<file path="config.mk">
export PLATFORM = sky130hd
export DESIGN_NAME = spi_flash_responder
export DESIGN_NICKNAME = d
export VERILOG_FILES = /design/src/rtl/spi_flash_responder_pkg.sv /design/src/rtl/spi_flash_responder_sync.sv /design/src/rtl/spi_flash_responder.sv
export SDC_FILE = /design/constraint.sdc
export NUM_CORES = 1
export LEC_CHECK = 0
export BUFFER_PORTS_ARGS = -buffer_cell sky130_fd_sc_hd__clkbuf_2
export CORE_UTILIZATION = 50
export CTS_CLUSTER_DIAMETER = 30
export CTS_CLUSTER_SIZE = 8
export DETAILED_ROUTE_END_ITERATION = 8
export PLACE_DENSITY = 0.67
export SLEW_MARGIN = 5
export SYNTH_ARGS = -nofsm -noshare
export SYNTH_HDL_FRONTEND = slang
export SYNTH_SLANG_ARGS = --single-unit
</file>
<file path="constraint.sdc">
create_clock -name clk -period 2.9 [get_ports clk]
set_input_delay 0.29 -clock clk [delete_from_list [all_inputs] [get_ports clk]]
set_output_delay 0.29 -clock clk [all_outputs]
set_load 0.1 [all_outputs]
</file>
<file path="src/rtl/spi_flash_responder_pkg.sv">
// Shared types and frame constants for the SPI flash read responder.
package spi_flash_responder_pkg;

  typedef enum logic [2:0] {
    ST_IDLE,
    ST_CMD,
    ST_ADDR,
    ST_DATA,
    ST_IGNORE
  } state_t;

  localparam logic [7:0] CMD_READ  = 8'h03;
  localparam int         CMD_BITS  = 8;
  localparam int         ADDR_BITS = 24;
  localparam int         CNT_W     = 5;

  localparam logic [CNT_W-1:0] CMD_LAST  = CNT_W'(CMD_BITS - 1);
  localparam logic [CNT_W-1:0] ADDR_LAST = CNT_W'(ADDR_BITS - 1);
  localparam logic [CNT_W-1:0] BYTE_LAST = CNT_W'(7);

endpackage

</file>
<file path="src/rtl/spi_flash_responder_sync.sv">
// Multi-flop synchroniser for one SPI pin, with rise/fall strobes on the synchronised copy.
module spi_in_sync #(
  parameter int   STAGES    = 2,
  parameter logic RESET_VAL = 1'b0
) (
  input  logic i_clk,
  input  logic i_reset,
  input  logic i_d,
  output logic o_q,
  output logic o_rise,
  output logic o_fall
);

  logic [STAGES-1:0] r_sync;
  logic [STAGES:0]   r_fill;
  logic              r_prev;

  // r_fill marks when the chain and r_prev hold real pin samples, so the
  // reset value is never mistaken for an edge (e.g. CS held low across reset).
  always_ff @(posedge i_clk) begin
    if (i_reset) begin
      r_sync <= {STAGES{RESET_VAL}};
      r_fill <= '0;
      r_prev <= RESET_VAL;
    end else begin
      r_sync[0] <= i_d;
      r_fill[0] <= 1'b1;
      for (int i = 1; i < STAGES; i++) r_sync[i] <= r_sync[i-1];
      for (int i = 1; i <= STAGES; i++) r_fill[i] <= r_fill[i-1];
      r_prev <= r_sync[STAGES-1];
    end
  end

  assign o_q    = r_sync[STAGES-1];
  assign o_rise = r_fill[STAGES] & o_q & ~r_prev;
  assign o_fall = r_fill[STAGES] & ~o_q & r_prev;

endmodule

</file>
<file path="src/rtl/spi_flash_responder.sv">
// SPI mode-0 flash emulator answering READ (0x03) with sequential bytes from a backing ROM.
module spi_flash_responder
  import spi_flash_responder_pkg::*;
#(
  parameter int ADDR_W      = 24,
  parameter int SYNC_STAGES = 2
) (
  input  logic              clk,
  input  logic              reset,
  input  logic              spi_cs_n,
  input  logic              spi_sclk,
  input  logic              spi_mosi,
  output logic              spi_miso,
  output logic [ADDR_W-1:0] rom_addr,
  input  logic [7:0]        rom_data,
  output logic              busy,
  output logic              cmd_err
);

  logic w_cs_q, w_cs_rise, w_cs_fall;
  logic w_sclk_q, w_sclk_rise, w_sclk_fall;
  logic w_mosi, w_mosi_rise, w_mosi_fall;
  logic w_unused;

  spi_in_sync #(.STAGES(SYNC_STAGES), .RESET_VAL(1'b1)) u_sync_cs (
    .i_clk(clk), .i_reset(reset), .i_d(spi_cs_n),
    .o_q(w_cs_q), .o_rise(w_cs_rise), .o_fall(w_cs_fall));

  spi_in_sync #(.STAGES(SYNC_STAGES), .RESET_VAL(1'b0)) u_sync_sclk (
    .i_clk(clk), .i_reset(reset), .i_d(spi_sclk),
    .o_q(w_sclk_q), .o_rise(w_sclk_rise), .o_fall(w_sclk_fall));

  spi_in_sync #(.STAGES(SYNC_STAGES), .RESET_VAL(1'b0)) u_sync_mosi (
    .i_clk(clk), .i_reset(reset), .i_d(spi_mosi),
    .o_q(w_mosi), .o_rise(w_mosi_rise), .o_fall(w_mosi_fall));

  assign w_unused = ^{w_cs_q, w_sclk_q, w_mosi_rise, w_mosi_fall};

  state_t                 r_state, w_state_next;
  logic [CNT_W-1:0]       r_bit_cnt;
  logic [ADDR_BITS-1:0]   r_shift, w_shift_next;
  logic [ADDR_W-1:0]      r_rom_addr;
  logic [7:0]             r_tx;
  logic                   r_miso, r_fetch, r_cmd_err;
  logic                   w_cmd_err, w_addr_done, w_byte_done;

  always_ff @(posedge clk) begin
    if (reset) r_state <= ST_IDLE;
    else       r_state <= w_state_next;
  end

  // CS rise is checked first so a coincident SCLK edge is dropped.
  always_comb begin
    w_state_next = r_state;
    w_cmd_err    = 1'b0;
    w_addr_done  = 1'b0;
    w_byte_done  = 1'b0;
    w_shift_next = {r_shift[ADDR_BITS-2:0], w_mosi};
    if (w_cs_rise) begin
      w_state_next = ST_IDLE;
    end else begin
      case (r_state)
        ST_IDLE: if (w_cs_fall) w_state_next = ST_CMD;
        ST_CMD: begin
          if (w_sclk_rise && r_bit_cnt == CMD_LAST) begin
            if (w_shift_next[7:0] == CMD_READ) begin
              w_state_next = ST_ADDR;
            end else begin
              w_state_next = ST_IGNORE;
              w_cmd_err    = 1'b1;
            end
          end
        end
        ST_ADDR: begin
          if (w_sclk_rise && r_bit_cnt == ADDR_LAST) begin
            w_state_next = ST_DATA;
            w_addr_done  = 1'b1;
          end
        end
        ST_DATA: if (w_sclk_rise && r_bit_cnt == BYTE_LAST) w_byte_done = 1'b1;
        default: ;
      endcase
    end
  end

  always_ff @(posedge clk) begin
    if (reset) begin
      r_bit_cnt  <= '0;
      r_shift    <= '0;
      r_rom_addr <= '0;
      r_tx       <= '0;
      r_miso     <= 1'b1;
      r_fetch    <= 1'b0;
      r_cmd_err  <= 1'b0;
    end else begin
      r_cmd_err <= w_cmd_err;
      r_fetch   <= w_addr_done | w_byte_done;

      if (w_state_next != r_state)
        r_bit_cnt <= '0;
      else if (w_sclk_rise && (r_state == ST_CMD || r_state == ST_ADDR || r_state == ST_DATA))
        r_bit_cnt <= w_byte_done ? '0 : r_bit_cnt + CNT_W'(1);

      if (r_state == ST_IDLE)
        r_shift <= '0;
      else if (w_sclk_rise && !w_cs_rise && (r_state == ST_CMD || r_state == ST_ADDR))
        r_shift <= w_shift_next;

      if (w_addr_done)      r_rom_addr <= w_shift_next[ADDR_W-1:0];
      else if (w_byte_done) r_rom_addr <= r_rom_addr + ADDR_W'(1);

      if (r_state != ST_DATA) begin
        r_miso <= 1'b1;
      end else if (w_sclk_fall && !w_cs_rise) begin
        r_miso <= r_tx[7];
        r_tx   <= {r_tx[6:0], 1'b0};
      end
      // ROM byte lands one clk after the address moves; SCLK timing keeps it clear of any fall.
      if (r_fetch) r_tx <= rom_data;
    end
  end

  assign spi_miso = (r_state == ST_DATA) ? r_miso : 1'b1;
  assign rom_addr = r_rom_addr;
  assign busy     = (r_state != ST_IDLE);
  assign cmd_err  = r_cmd_err;

endmodule

</file>
==> run metrics, run 1 <==
outcome completed; hold path depth 2; count of nets after finishing 464; first-pass iteration count of the detailed router 5; Clk network pwr share 0.415; final critical path time including I/O delays and setup 2.42 ns; number of warnings reported in the yosys synthesis log 0; register-to-register path setup slack 0.48 ns; prevailing post-synth register cell sky130_fd_sc_hd__dfxtp_1; number of storage elements in the synthesis netlist 77; sequential cell area fraction in the yosys report 0.418; path class of the lowest-slack min-delay path input port to register; largest vdd supply drop 0.275 mV; biggest fanout along the worst timing path 17; proportion of synthesized flip-flops having asynchronous set or reset 0; post-cts hold buffer count 0; number of nets with antenna violations after routing 0; Synth Instances 419; type of the worst setup path register to register; Routed Wire Length 8690 microns; number of hold violations in the final report 0; share of post-route cells with drive strength above 1 0.174; final setup TNS 0 ns; DRT iter0 DRCs 283; Worst Hold Endpoint u_sync_cs.r_sync[0]; gr ovfl total 0; post-CTS repair timing setup buffer count 0; overall fraction of global-route tracks in use 0.237; Net Sw Frac 0.228; buffer type at the clock tree root sky130_fd_sc_hd__clkbuf_8; total length of routed met3 wires 438 microns; Clock Pin Slew Worst Setup and Hold Paths 0.08 ns; net count of the mapped netlist 434; maximum buffer depth of the clock tree 2; Crit path arrival time 2.64 ns; Clk Latency, worst-skew pair 0.35 ns; clock tree from TritonCTS yes; Req. time, crit path 3.12 ns; cell types with the largest area share after synthesis sky130_fd_sc_hd__dfxtp_1, sky130_fd_sc_hd__mux2i_1, sky130_fd_sc_hd__nor2_1; slew at the pin closest to its max-slew limit 0.711 ns; netlist area before placement 3680 sq um; number of diodes added for antenna fixing 0; Layout Area Growth over Synthesis 11.6%; dpl hpwl 6210 microns; number of fill cells in the layout 651; Boundary Pins 40; share of power burned in combinational logic 0.026; Cell Int Power 1.48 mW; number of cells in the design after placement 534; Avg Inst Size Synth 8.79 sq um; number of max-slew violations in the final report 0; number of cells upsized or downsized after cts 0; share of total power in sequential cells 0.558; detail-routed via count per cell 5.96; unrepaired setup endpoints after global routing no; Setup crit start r_bit_cnt[0]; horizontal extent of the die 87.8 microns; Power Dens Cells 467 nW/um^2; final setup vio count 0; largest net degree at the start of global routing 27; post-synth cell types 58; worst setup skew after layout 0.0102 ns; wire length of the first global-routing pass 14,100 microns; top metal layer carrying routed signals met4; Slew HR 0.519; via count 3,279; post-route clock period utilization 0.835; overall die height 87.8 microns; Startpoint Class register; RD Place Congestion 0.931; count of flip-flops with a built-in enable after synthesis 0; wire length per cell after detailed routing 15.8 microns; clock buffers created by TritonCTS 9; crit end category register; dominant cell type by area after synthesis sky130_fd_sc_hd__dfxtp_1; effective utilization at floorplan 0.531; htree depth 3; met2 wire length 3920 microns; sum of routed wire segments on met1 4040 microns; number of remaining DRC errors 0; Placeable Area 6940 sq um; Switching Power 438 uW; Leak Pwr 1.53 nW; number of antenna violations at the first check in global routing 0; post-route insts no fill 550; total die area 7720 sq um; hold_sp spi_cs_n; Reg2Reg Capture Point rom_addr[23]; clock sink count 77; worst reg-to-reg path cell count 7; via count of the first global-routing pass 2,836; Highest Clock Rate 413 MHz; Yosys top cell area share 0.418; count of buffers from port buffering 39; row count 30; MaxCap Viol Count 0; worst flop-to-flop path startpoint r_bit_cnt[0]
## per-layer routing
metal	vias to the layer above	GRT usage
li1	1610	-
met1	1528	0.320
met2	113	0.366
met3	28	0.0500
met4	0	0.106
met5	-	0
## cell usage in the layout, fill, tap and decap left out, types with 9 or more instances in the layout
cell type,synthesis,layout
sky130_fd_sc_hd__a21oi_1,24,24
sky130_fd_sc_hd__a22oi_1,9,9
sky130_fd_sc_hd__clkbuf_2,0,39
sky130_fd_sc_hd__clkbuf_8,0,9
sky130_fd_sc_hd__dfxtp_1,77,77
sky130_fd_sc_hd__mux2i_1,33,33
sky130_fd_sc_hd__nand2_1,27,27
sky130_fd_sc_hd__nand3_1,23,23
sky130_fd_sc_hd__nand4_1,13,13
sky130_fd_sc_hd__nor2_1,48,48
sky130_fd_sc_hd__nor2b_1,10,10
sky130_fd_sc_hd__nor4_1,17,17
sky130_fd_sc_hd__o21ai_0,12,12
## critical path, cell delays in order, from the launching register on
cell	delay (ns)
sky130_fd_sc_hd__dfxtp_1	0.39
sky130_fd_sc_hd__ha_1	0.21
sky130_fd_sc_hd__nand2_1	0.12
sky130_fd_sc_hd__or3_1	0.61
sky130_fd_sc_hd__nor3_4	0.46
sky130_fd_sc_hd__buf_4	0.28
sky130_fd_sc_hd__or3_1	0.13
sky130_fd_sc_hd__o311ai_1	0.10
## cell usage after synthesis, types with 10 or more instances
library cell	instances
sky130_fd_sc_hd__nor4_1	17
sky130_fd_sc_hd__nand4_1	13
sky130_fd_sc_hd__nor2_1	48
sky130_fd_sc_hd__nor2b_1	10
sky130_fd_sc_hd__clkbuf_1	13
sky130_fd_sc_hd__mux2i_1	33
sky130_fd_sc_hd__a21oi_1	24
sky130_fd_sc_hd__nand3_1	23
sky130_fd_sc_hd__nand2_1	27
sky130_fd_sc_hd__o21ai_0	12
sky130_fd_sc_hd__dfxtp_1	77
## registers in the layout (all words and copies together), names as in the netlist, 2 cells and up
register	cells
r_state	3
rom_addr	24
r_tx	8
u_sync_mosi.r_sync	2
u_sync_cs.r_fill	3
r_shift	23
u_sync_sclk.r_sync	2
r_bit_cnt	5
u_sync_cs.r_sync	2
## metrics by stage
| step | instance area [sq um] | utilization | setup WS [ns] | hold WS, ns | total power [mW] |
|---|---|---|---|---|---|
| floorplan | 3680 | - | 0.411 | 0.389 | 1.13 |
| global placement | 3920 | 0.565 | 0.600 | 0.393 | 1.15 |
| detailed placement | 3920 | 0.565 | 0.528 | 0.394 | 1.15 |
| CTS | 4110 | 0.592 | 0.517 | 0.105 | 1.93 |
| global route | 4110 | 0.592 | 0.333 | 0.125 | 1.99 |
| finish | 4110 | 0.592 | 0.479 | 0.118 | 1.92 |
## power groups by stage
stage	logic, mW	clock network, mW	registers [mW]
after global routing	0.0545	0.859	1.07
after global placement	0.0502	0	1.10
after detailed placement	0.0506	0	1.10
after CTS	0.0505	0.810	1.07
after floorplan	0.0261	0	1.10
final	0.0505	0.797	1.07
## cells by family after synthesis
kind of cell | after synthesis | share of synthesized area
muxes | 40 | 0.111
xor gates and xnor gates | 4 | 0.00951
and+or+nand+nor | 182 | 0.265
DFF | 77 | 0.418
buffers and inverters | 30 | 0.0367
AOI/OAI and AO/OA | 84 | 0.153
adders and majority gates | 2 | 0.00679
## final cells by class
cell class                      count  area [sq um]  share of cell area
Sequential cell                    77          1540               0.375
Clock buffer                       11           131              0.0320
Inverter                            5          18.8             0.00456
Tap cell                           96           120              0.0292
Timing Repair Buffer               44           233              0.0566
Multi-Input combinational cell    312          2010               0.488
Clock inverter                      5          58.8              0.0143
## worst max-delay path by stage
stage,to,depth (start not counted)
final,rom_addr[23],7
after global routing,rom_addr[18],7
after CTS,rom_addr[23],7
after detailed placement,rom_addr[23],7
after global placement,rom_addr[23],7
after floorplan,rom_addr[18],6
Power figures use the tool's default switching activity.
==> run 2, diff against run 1 <==
ABC_AREA = 1   (was unset)
PLACE_DENSITY = 0.66   (was 0.67)
clock period = 2.3 ns   (was 2.9 ns; I/O delays follow)
==> run 2 against run 1 <==
Net effect:
- count of clock-buffer cells in the layout down 1
- routed wire length up 6.7%
- clock power up 44%
- sequential cell count unchanged
- maximum frequency up 20%
- combinational power down 4%
- die area up 3.5%
- synthesized cell count up 34%
- highest routed layer unchanged
- worst hold slack worse by 0.052 ns
==> run metrics, run 2 <==
cell types with the largest area share after synthesis sky130_fd_sc_hd__dfxtp_1, sky130_fd_sc_hd__nand2_1, sky130_fd_sc_hd__nor2_1 (was sky130_fd_sc_hd__dfxtp_1, sky130_fd_sc_hd__mux2i_1, sky130_fd_sc_hd__nor2_1); maximum buffer depth of the clock tree 2 (unchanged); Req. time, crit path 2.53 ns (was 3.12 ns); fraction of the core area covered by cells at the end of the flow 0.588 (was 0.592); Yosys top cell area share 0.404 (was 0.418); row count 31 (was 30); final setup TNS 0 ns (unchanged); Avg Inst Size Synth 6.79 sq um (was 8.79 sq um); wire length per cell after detailed routing 13.2 microns (was 15.8 microns); Reg2Reg Capture Point rom_addr[17] (was rom_addr[23]); highest-count cells in the layout ignoring fill and taps sky130_fd_sc_hd__nand2_1, sky130_fd_sc_hd__nor2_1, sky130_fd_sc_hd__dfxtp_1 (was sky130_fd_sc_hd__dfxtp_1, sky130_fd_sc_hd__nor2_1, sky130_fd_sc_hd__clkbuf_2); Clk Latency, worst-skew pair 0.35 ns (about the same); Synth Instances 562 (was 419); Layout Area Growth over Synthesis 12.9% (was 11.6%); wire length of the first global-routing pass 15,200 microns (was 14,100 microns); Boundary Pins 40 (unchanged); largest vdd supply drop 0.372 mV (was 0.275 mV); Startpoint Class register (unchanged); final critical path time including I/O delays and setup 2.01 ns (was 2.42 ns); number of storage elements in the synthesis netlist 77 (unchanged); via count 3,596 (was 3,279); final setup vio count 0 (unchanged); number of hold violations in the final report 0 (unchanged); register-to-register path setup slack 0.29 ns (was 0.48 ns); DRT iter0 DRCs 224 (was 283); horizontal extent of the die 89.4 microns (was 87.8 microns); Clock Pin Slew Worst Setup and Hold Paths 0.08 ns (about the same); final total power 2.54 mW (was 1.92 mW); post-cts hold buffer count 0 (unchanged); overall fraction of global-route tracks in use 0.252 (was 0.237); worst setup skew after layout 0.00991 ns (was 0.0102 ns); largest net degree at the start of global routing 29 (was 27); sequential cell area fraction in the yosys report 0.404 (was 0.418); unrepaired setup endpoints after global routing no (unchanged); number of flip-flops in the largest register 24 (unchanged); worst flop-to-flop path startpoint r_bit_cnt[0] (unchanged); number of diodes added for antenna fixing 0 (unchanged); biggest fanout along the worst timing path 18 (was 17); worst reg-to-reg path cell count 12 (was 7); detail-routed via count per cell 5.10 (was 5.96); Routed Wire Length 9270 microns (was 8690 microns); MaxCap Viol Count 0 (unchanged); post-CTS repair timing setup buffer count 0 (unchanged); hold path depth 2 (unchanged); number of warnings reported in the yosys synthesis log 0 (unchanged); post-synth cell types 37 (was 58); effective utilization at floorplan 0.521 (was 0.531); total die area 7990 sq um (was 7720 sq um); Power Dens Cells 590 nW/um^2 (was 467 nW/um^2); clock buffers created by TritonCTS 9 (unchanged); count of flip-flops with a built-in enable after synthesis 0 (unchanged); type of the worst setup path register to register (unchanged); overall die height 89.4 microns (was 87.8 microns); path class of the lowest-slack min-delay path input port to register (unchanged); dominant cell type by area after synthesis sky130_fd_sc_hd__dfxtp_1 (unchanged); Worst Hold Endpoint u_sync_cs.r_sync[0] (unchanged); Highest Clock Rate 497 MHz (was 413 MHz); dpl hpwl 6820 microns (was 6210 microns); via count of the first global-routing pass 3,173 (was 2,836); proportion of synthesized flip-flops having asynchronous set or reset 0 (unchanged); buffer type at the clock tree root sky130_fd_sc_hd__clkbuf_8 (unchanged); prevailing post-synth register cell sky130_fd_sc_hd__dfxtp_1 (unchanged); most numerous cell in the Yosys netlist sky130_fd_sc_hd__nand2_1 (was sky130_fd_sc_hd__dfxtp_1); number of antenna violations at the first check in global routing 0 (unchanged); clock sink count 77 (unchanged); number of max-slew violations in the final report 0 (unchanged); crit end category register (unchanged); number of nets with antenna violations after routing 0 (unchanged); share of post-route cells with drive strength above 1 0.135 (was 0.174); netlist area before placement 3820 sq um (was 3680 sq um); outcome completed (unchanged); Slew HR 0.594 (was 0.519); first-pass iteration count of the detailed router 5 (unchanged); RD Place Congestion 0.936 (was 0.931); gr ovfl total 0 (unchanged); htree depth 3 (unchanged); Leak Pwr 1.80 nW (was 1.53 nW); count of buffers from port buffering 39 (unchanged); count of nets after finishing 617 (was 464); number of fill cells in the layout 716 (was 651); hold_sp spi_cs_n (unchanged); clock tree from TritonCTS yes (unchanged); most common cell after layout, fill and taps aside sky130_fd_sc_hd__nand2_1 (was sky130_fd_sc_hd__dfxtp_1); slew at the pin closest to its max-slew limit 0.606 ns (was 0.711 ns); Placeable Area 7330 sq um (was 6940 sq um); most numerous cell types in the synthesized netlist sky130_fd_sc_hd__nand2_1, sky130_fd_sc_hd__nor2_1, sky130_fd_sc_hd__dfxtp_1 (was sky130_fd_sc_hd__dfxtp_1, sky130_fd_sc_hd__nor2_1, sky130_fd_sc_hd__mux2i_1); post-route clock period utilization 0.874 (was 0.835); Crit path arrival time 2.24 ns (was 2.64 ns); number of cells upsized or downsized after cts 0 (unchanged); number of remaining DRC errors 0 (unchanged); net count of the mapped netlist 577 (was 434)
-- run 2: cell count changes in the layout (fill, tap and decap cells not counted), sizes merged, moves of 8 or more --
cell    previous run  this run
a21oi             24        36
nor2b             10         0
mux2i             33         2
nor2              49        87
a22oi              9         1
xor2               3        11
inv                6        69
a211oi             1        11
nor4              18         0
nand4             13         4
nand2             28       173
-- run 2: cell families (layout without fill, tap and decap cells) --
group,after synthesis,after routing,share of synthesized area
AOI/OAI and AO/OA,78,78,0.120
xor gates and xnor gates,15,15,0.0344
adders and majority gates,2,2,0.00655
buffers and inverters,82,126,0.0885
DFF,77,77,0.404
muxes,4,4,0.0111
and+or+nand+nor,304,304,0.336
-- run 2: final cells by class --
class	count	area, sq um	area share
Multi-Input combinational cell	403	1940	0.450
Tap cell	99	124	0.0287
Inverter	68	260	0.0604
Timing Repair Buffer	43	225	0.0522
Clock buffer	10	138	0.0319
Sequential cell	77	1540	0.358
Clock inverter	5	83.8	0.0194
-- run 2: where the power goes --
part / leakage (nW) / internal [mW] / switching, mW / total, mW
Sequential: 0.622 / 1.34 / 0.00438 / 1.34
Clock: 0.105 / 0.639 / 0.511 / 1.15
Combinational: 1.07 / 0.0170 / 0.0316 / 0.0486
-- run 2: worst max path at each step --
stage	slack, ns	cells after the start	to	startpoint
2_1_floorplan	0.02	10	rom_addr[10]	rom_addr[0]
3_3_place_gp	0.38	11	rom_addr[19]	r_bit_cnt[0]
3_5_place_dp	0.33	12	rom_addr[17]	r_bit_cnt[0]
4_1_cts	0.30	12	rom_addr[17]	r_bit_cnt[0]
5_1_grt	0.09	12	rom_addr[17]	r_bit_cnt[0]
6_report	0.29	12	rom_addr[17]	r_bit_cnt[0]
-- run 2: layer usage --
metal	GRT usage	part of all wire	vias to the layer above	wire length, microns
met1	0.379	0.53	1636	4930
met3	0.0342	0.043	12	400
li1	-	-	1868	-
met4	0.0909	0.013	0	118
met5	0	0	-	0
met2	0.366	0.41	80	3820
-- run 2: critical path, cell delays in order, from the launching register on --
cell and delay (ns):
sky130_fd_sc_hd__dfxtp_1 0.38, sky130_fd_sc_hd__ha_1 0.18, sky130_fd_sc_hd__nand2_1 0.07, sky130_fd_sc_hd__nor2_1 0.20, sky130_fd_sc_hd__nand2_1 0.10, sky130_fd_sc_hd__nor2_2 0.19, sky130_fd_sc_hd__nand3_4 0.18, sky130_fd_sc_hd__nand2_4 0.17
sky130_fd_sc_hd__inv_4 0.12, sky130_fd_sc_hd__nand2_1 0.08, sky130_fd_sc_hd__nand2_1 0.05, sky130_fd_sc_hd__a21oi_1 0.11, sky130_fd_sc_hd__nor2_1 0.05
-- run 2: metrics by stage --
| stage | setup WS (ns) | hold slack, ns | instances | area (sq um) |
|---|---|---|---|---|
| after global routing | 0.0899 | 0.0720 | 705 | 4310 |
| final | 0.289 | 0.0665 | 705 | 4310 |
| after CTS | 0.301 | 0.0584 | 705 | 4310 |
| after floorplan | 0.0156 | 0.334 | 562 | 3820 |
| after detailed placement | 0.325 | 0.396 | 690 | 4090 |
| after global placement | 0.381 | 0.391 | 690 | 4090 |
==> run 3, diff against run 2 <==
REMOVE_ABC_BUFFERS = 1   (was unset)
==> run 3 against run 2 <==
Net effect:
- clock power is 8% higher
- sequential share of layout area is 0.27 points lower
- maximum frequency up 1.2%
- via count rose by 0.75%
- sequential power about the same
- sequential cell count is the same
- critical endpoint is now rom_addr[19]
- global-route usage rose by 0.52 points
- non-clock buffer count increased by 2
- die area unchanged
- clock skew fell by 0.00084 ns
- total power up 3.6%
- combinational power rose by 1%
==> run metrics, run 3 (synthesis gave the netlist of run 2 again) <==
htree depth 3 (unchanged); wire length of the first global-routing pass 15,400 microns (was 15,200 microns); Highest Clock Rate 503 MHz (was 497 MHz); Layout Area Growth over Synthesis 13.8% (was 12.9%); number of nets with antenna violations after routing 0 (unchanged); number of cells in the design after placement 692 (was 690); share of post-route cells with drive strength above 1 0.136 (was 0.135); Leak Pwr 1.83 nW (was 1.80 nW); DRT iter0 DRCs 359 (was 224); Req. time, crit path 2.58 ns (was 2.53 ns); Area after DPL 4100 sq um (was 4090 sq um); clock sink count 77 (unchanged); final critical path time including I/O delays and setup 1.99 ns (was 2.01 ns); clock tree from TritonCTS yes (unchanged); crit end category register (unchanged); met3 capacity usage during global routing 0.0637 (was 0.0342); row count 31 (unchanged); GR Util met1 0.364 (was 0.379); detail-routed via count per cell 5.12 (was 5.10); buffer type at the clock tree root sky130_fd_sc_hd__clkbuf_8 (unchanged); slew at the pin closest to its max-slew limit 0.807 ns (was 0.606 ns); effective utilization at floorplan 0.521 (unchanged); path class of the lowest-slack min-delay path input port to register (unchanged); number of remaining DRC errors 0 (unchanged); horizontal extent of the die 89.4 microns (unchanged); biggest fanout along the worst timing path 18 (unchanged); gr ovfl total 0 (unchanged); Startpoint Class register (unchanged); Placeable Area 7330 sq um (unchanged); RD Place Congestion 0.868 (was 0.936); maximum buffer depth of the clock tree 2 (unchanged); Non-Filler Cell Area, Final 4340 sq um (was 4310 sq um); number of flip-flops in the largest register 24 (unchanged); number of antenna violations at the first check in global routing 0 (unchanged); count of nets after finishing 619 (was 617); via count of the first global-routing pass 3,242 (was 3,173); worst hold margin 0.0605 ns (was 0.0665 ns); wire length per cell after detailed routing 13.2 microns (about the same); number of cells upsized or downsized after cts 0 (unchanged); most common cell after layout, fill and taps aside sky130_fd_sc_hd__nand2_1 (unchanged); Crit path arrival time 2.26 ns (was 2.24 ns); post-cts hold buffer count 0 (unchanged); Clock Pin Slew Worst Setup and Hold Paths 0.08 ns (about the same); number of max-slew violations in the final report 0 (unchanged); overall fraction of global-route tracks in use 0.257 (was 0.252); count of buffers from port buffering 39 (unchanged); Power Dens Cells 606 nW/um^2 (was 590 nW/um^2); total die area 7990 sq um (unchanged); worst slack at placement 0.310 ns (was 0.325 ns); global routing usage on met2 0.387 (was 0.366); first-pass iteration count of the detailed router 7 (was 5); unrepaired setup endpoints after global routing no (unchanged); post-CTS repair timing setup buffer count 0 (unchanged); largest net degree at the start of global routing 29 (unchanged); final worst-path setup slack 0.312 ns (was 0.289 ns); global-route layer with the greatest usage met2 (was met1); number of diodes added for antenna fixing 0 (unchanged); largest vdd supply drop 0.375 mV (was 0.372 mV); Routed Wire Length 9370 microns (was 9270 microns); final setup vio count 0 (unchanged); Boundary Pins 40 (unchanged); Slew HR 0.461 (was 0.594); worst setup skew after layout 0.00907 ns (was 0.00991 ns); post-route clock period utilization 0.864 (was 0.874); post-route insts no fill 708 (was 705); clock buffers created by TritonCTS 9 (unchanged); number of hold violations in the final report 0 (unchanged); via count 3,623 (was 3,596); dpl hpwl 6690 microns (was 6820 microns); final setup TNS 0 ns (unchanged); Clk Latency, worst-skew pair 0.35 ns (about the same); MaxCap Viol Count 0 (unchanged); type of the worst setup path register to register (unchanged); outcome completed (unchanged); highest-count cells in the layout ignoring fill and taps sky130_fd_sc_hd__nand2_1, sky130_fd_sc_hd__nor2_1, sky130_fd_sc_hd__dfxtp_1 (unchanged); overall die height 89.4 microns (unchanged)
[run 3: per-stage QoR]
step	util	total power, mW
after floorplan	-	1.40
final	0.592	2.63
after global routing	0.592	2.72
after CTS	0.592	2.65
after detailed placement	0.560	1.43
after global placement	0.560	1.42
[run 3: metal layers]
| layer | up-vias | part of all wire |
|---|---|---|
| li1 | 1863 | - |
| met1 | 1628 | 0.49 |
| met2 | 121 | 0.43 |
| met3 | 11 | 0.060 |
| met4 | 0 | 0.015 |
| met5 | - | 0 |
[run 3: final cells by class]
type / instances / area [sq um]
Fill cell: 740 / 2990
Multi-Input combinational cell: 403 / 1940
Sequential cell: 77 / 1540
Inverter: 68 / 260
Timing Repair Buffer: 45 / 240
Clock buffer: 11 / 131
Tap cell: 99 / 124
Clock inverter: 5 / 108
[run 3: where the power goes]
| group | internal [mW] | total (mW) | switching (mW) |
|---|---|---|---|
| clock | 0.728 | 1.24 | 0.511 |
| combinational | 0.0168 | 0.0493 | 0.0325 |
| sequential | 1.34 | 1.34 | 0.00478 |
[run 3: path summary, 6_finish.rpt]
check | endpoint | startpoint | slack, ns | cells after the start
max reg2reg | rom_addr[19] | r_bit_cnt[0] | 0.31 | 11
max | rom_addr[19] | r_bit_cnt[0] | 0.31 | 11
min reg2reg | u_sync_mosi.r_sync[1] | u_sync_mosi.r_sync[0] | 0.41 | 2
min | u_sync_cs.r_sync[0] | spi_cs_n | 0.06 | 2
[run 3: critical path, cell delays in order, from the launching register on]
cell                      delay (ns)
sky130_fd_sc_hd__dfxtp_1        0.37
sky130_fd_sc_hd__ha_1           0.19
sky130_fd_sc_hd__nand2_1        0.07
sky130_fd_sc_hd__nor2_1         0.17
sky130_fd_sc_hd__inv_1          0.06
sky130_fd_sc_hd__nor2_1         0.21
sky130_fd_sc_hd__nand3_4        0.18
sky130_fd_sc_hd__inv_2          0.32
sky130_fd_sc_hd__nand2_1        0.08
sky130_fd_sc_hd__o21ai_0        0.08
sky130_fd_sc_hd__inv_1          0.05
sky130_fd_sc_hd__a21oi_1        0.14
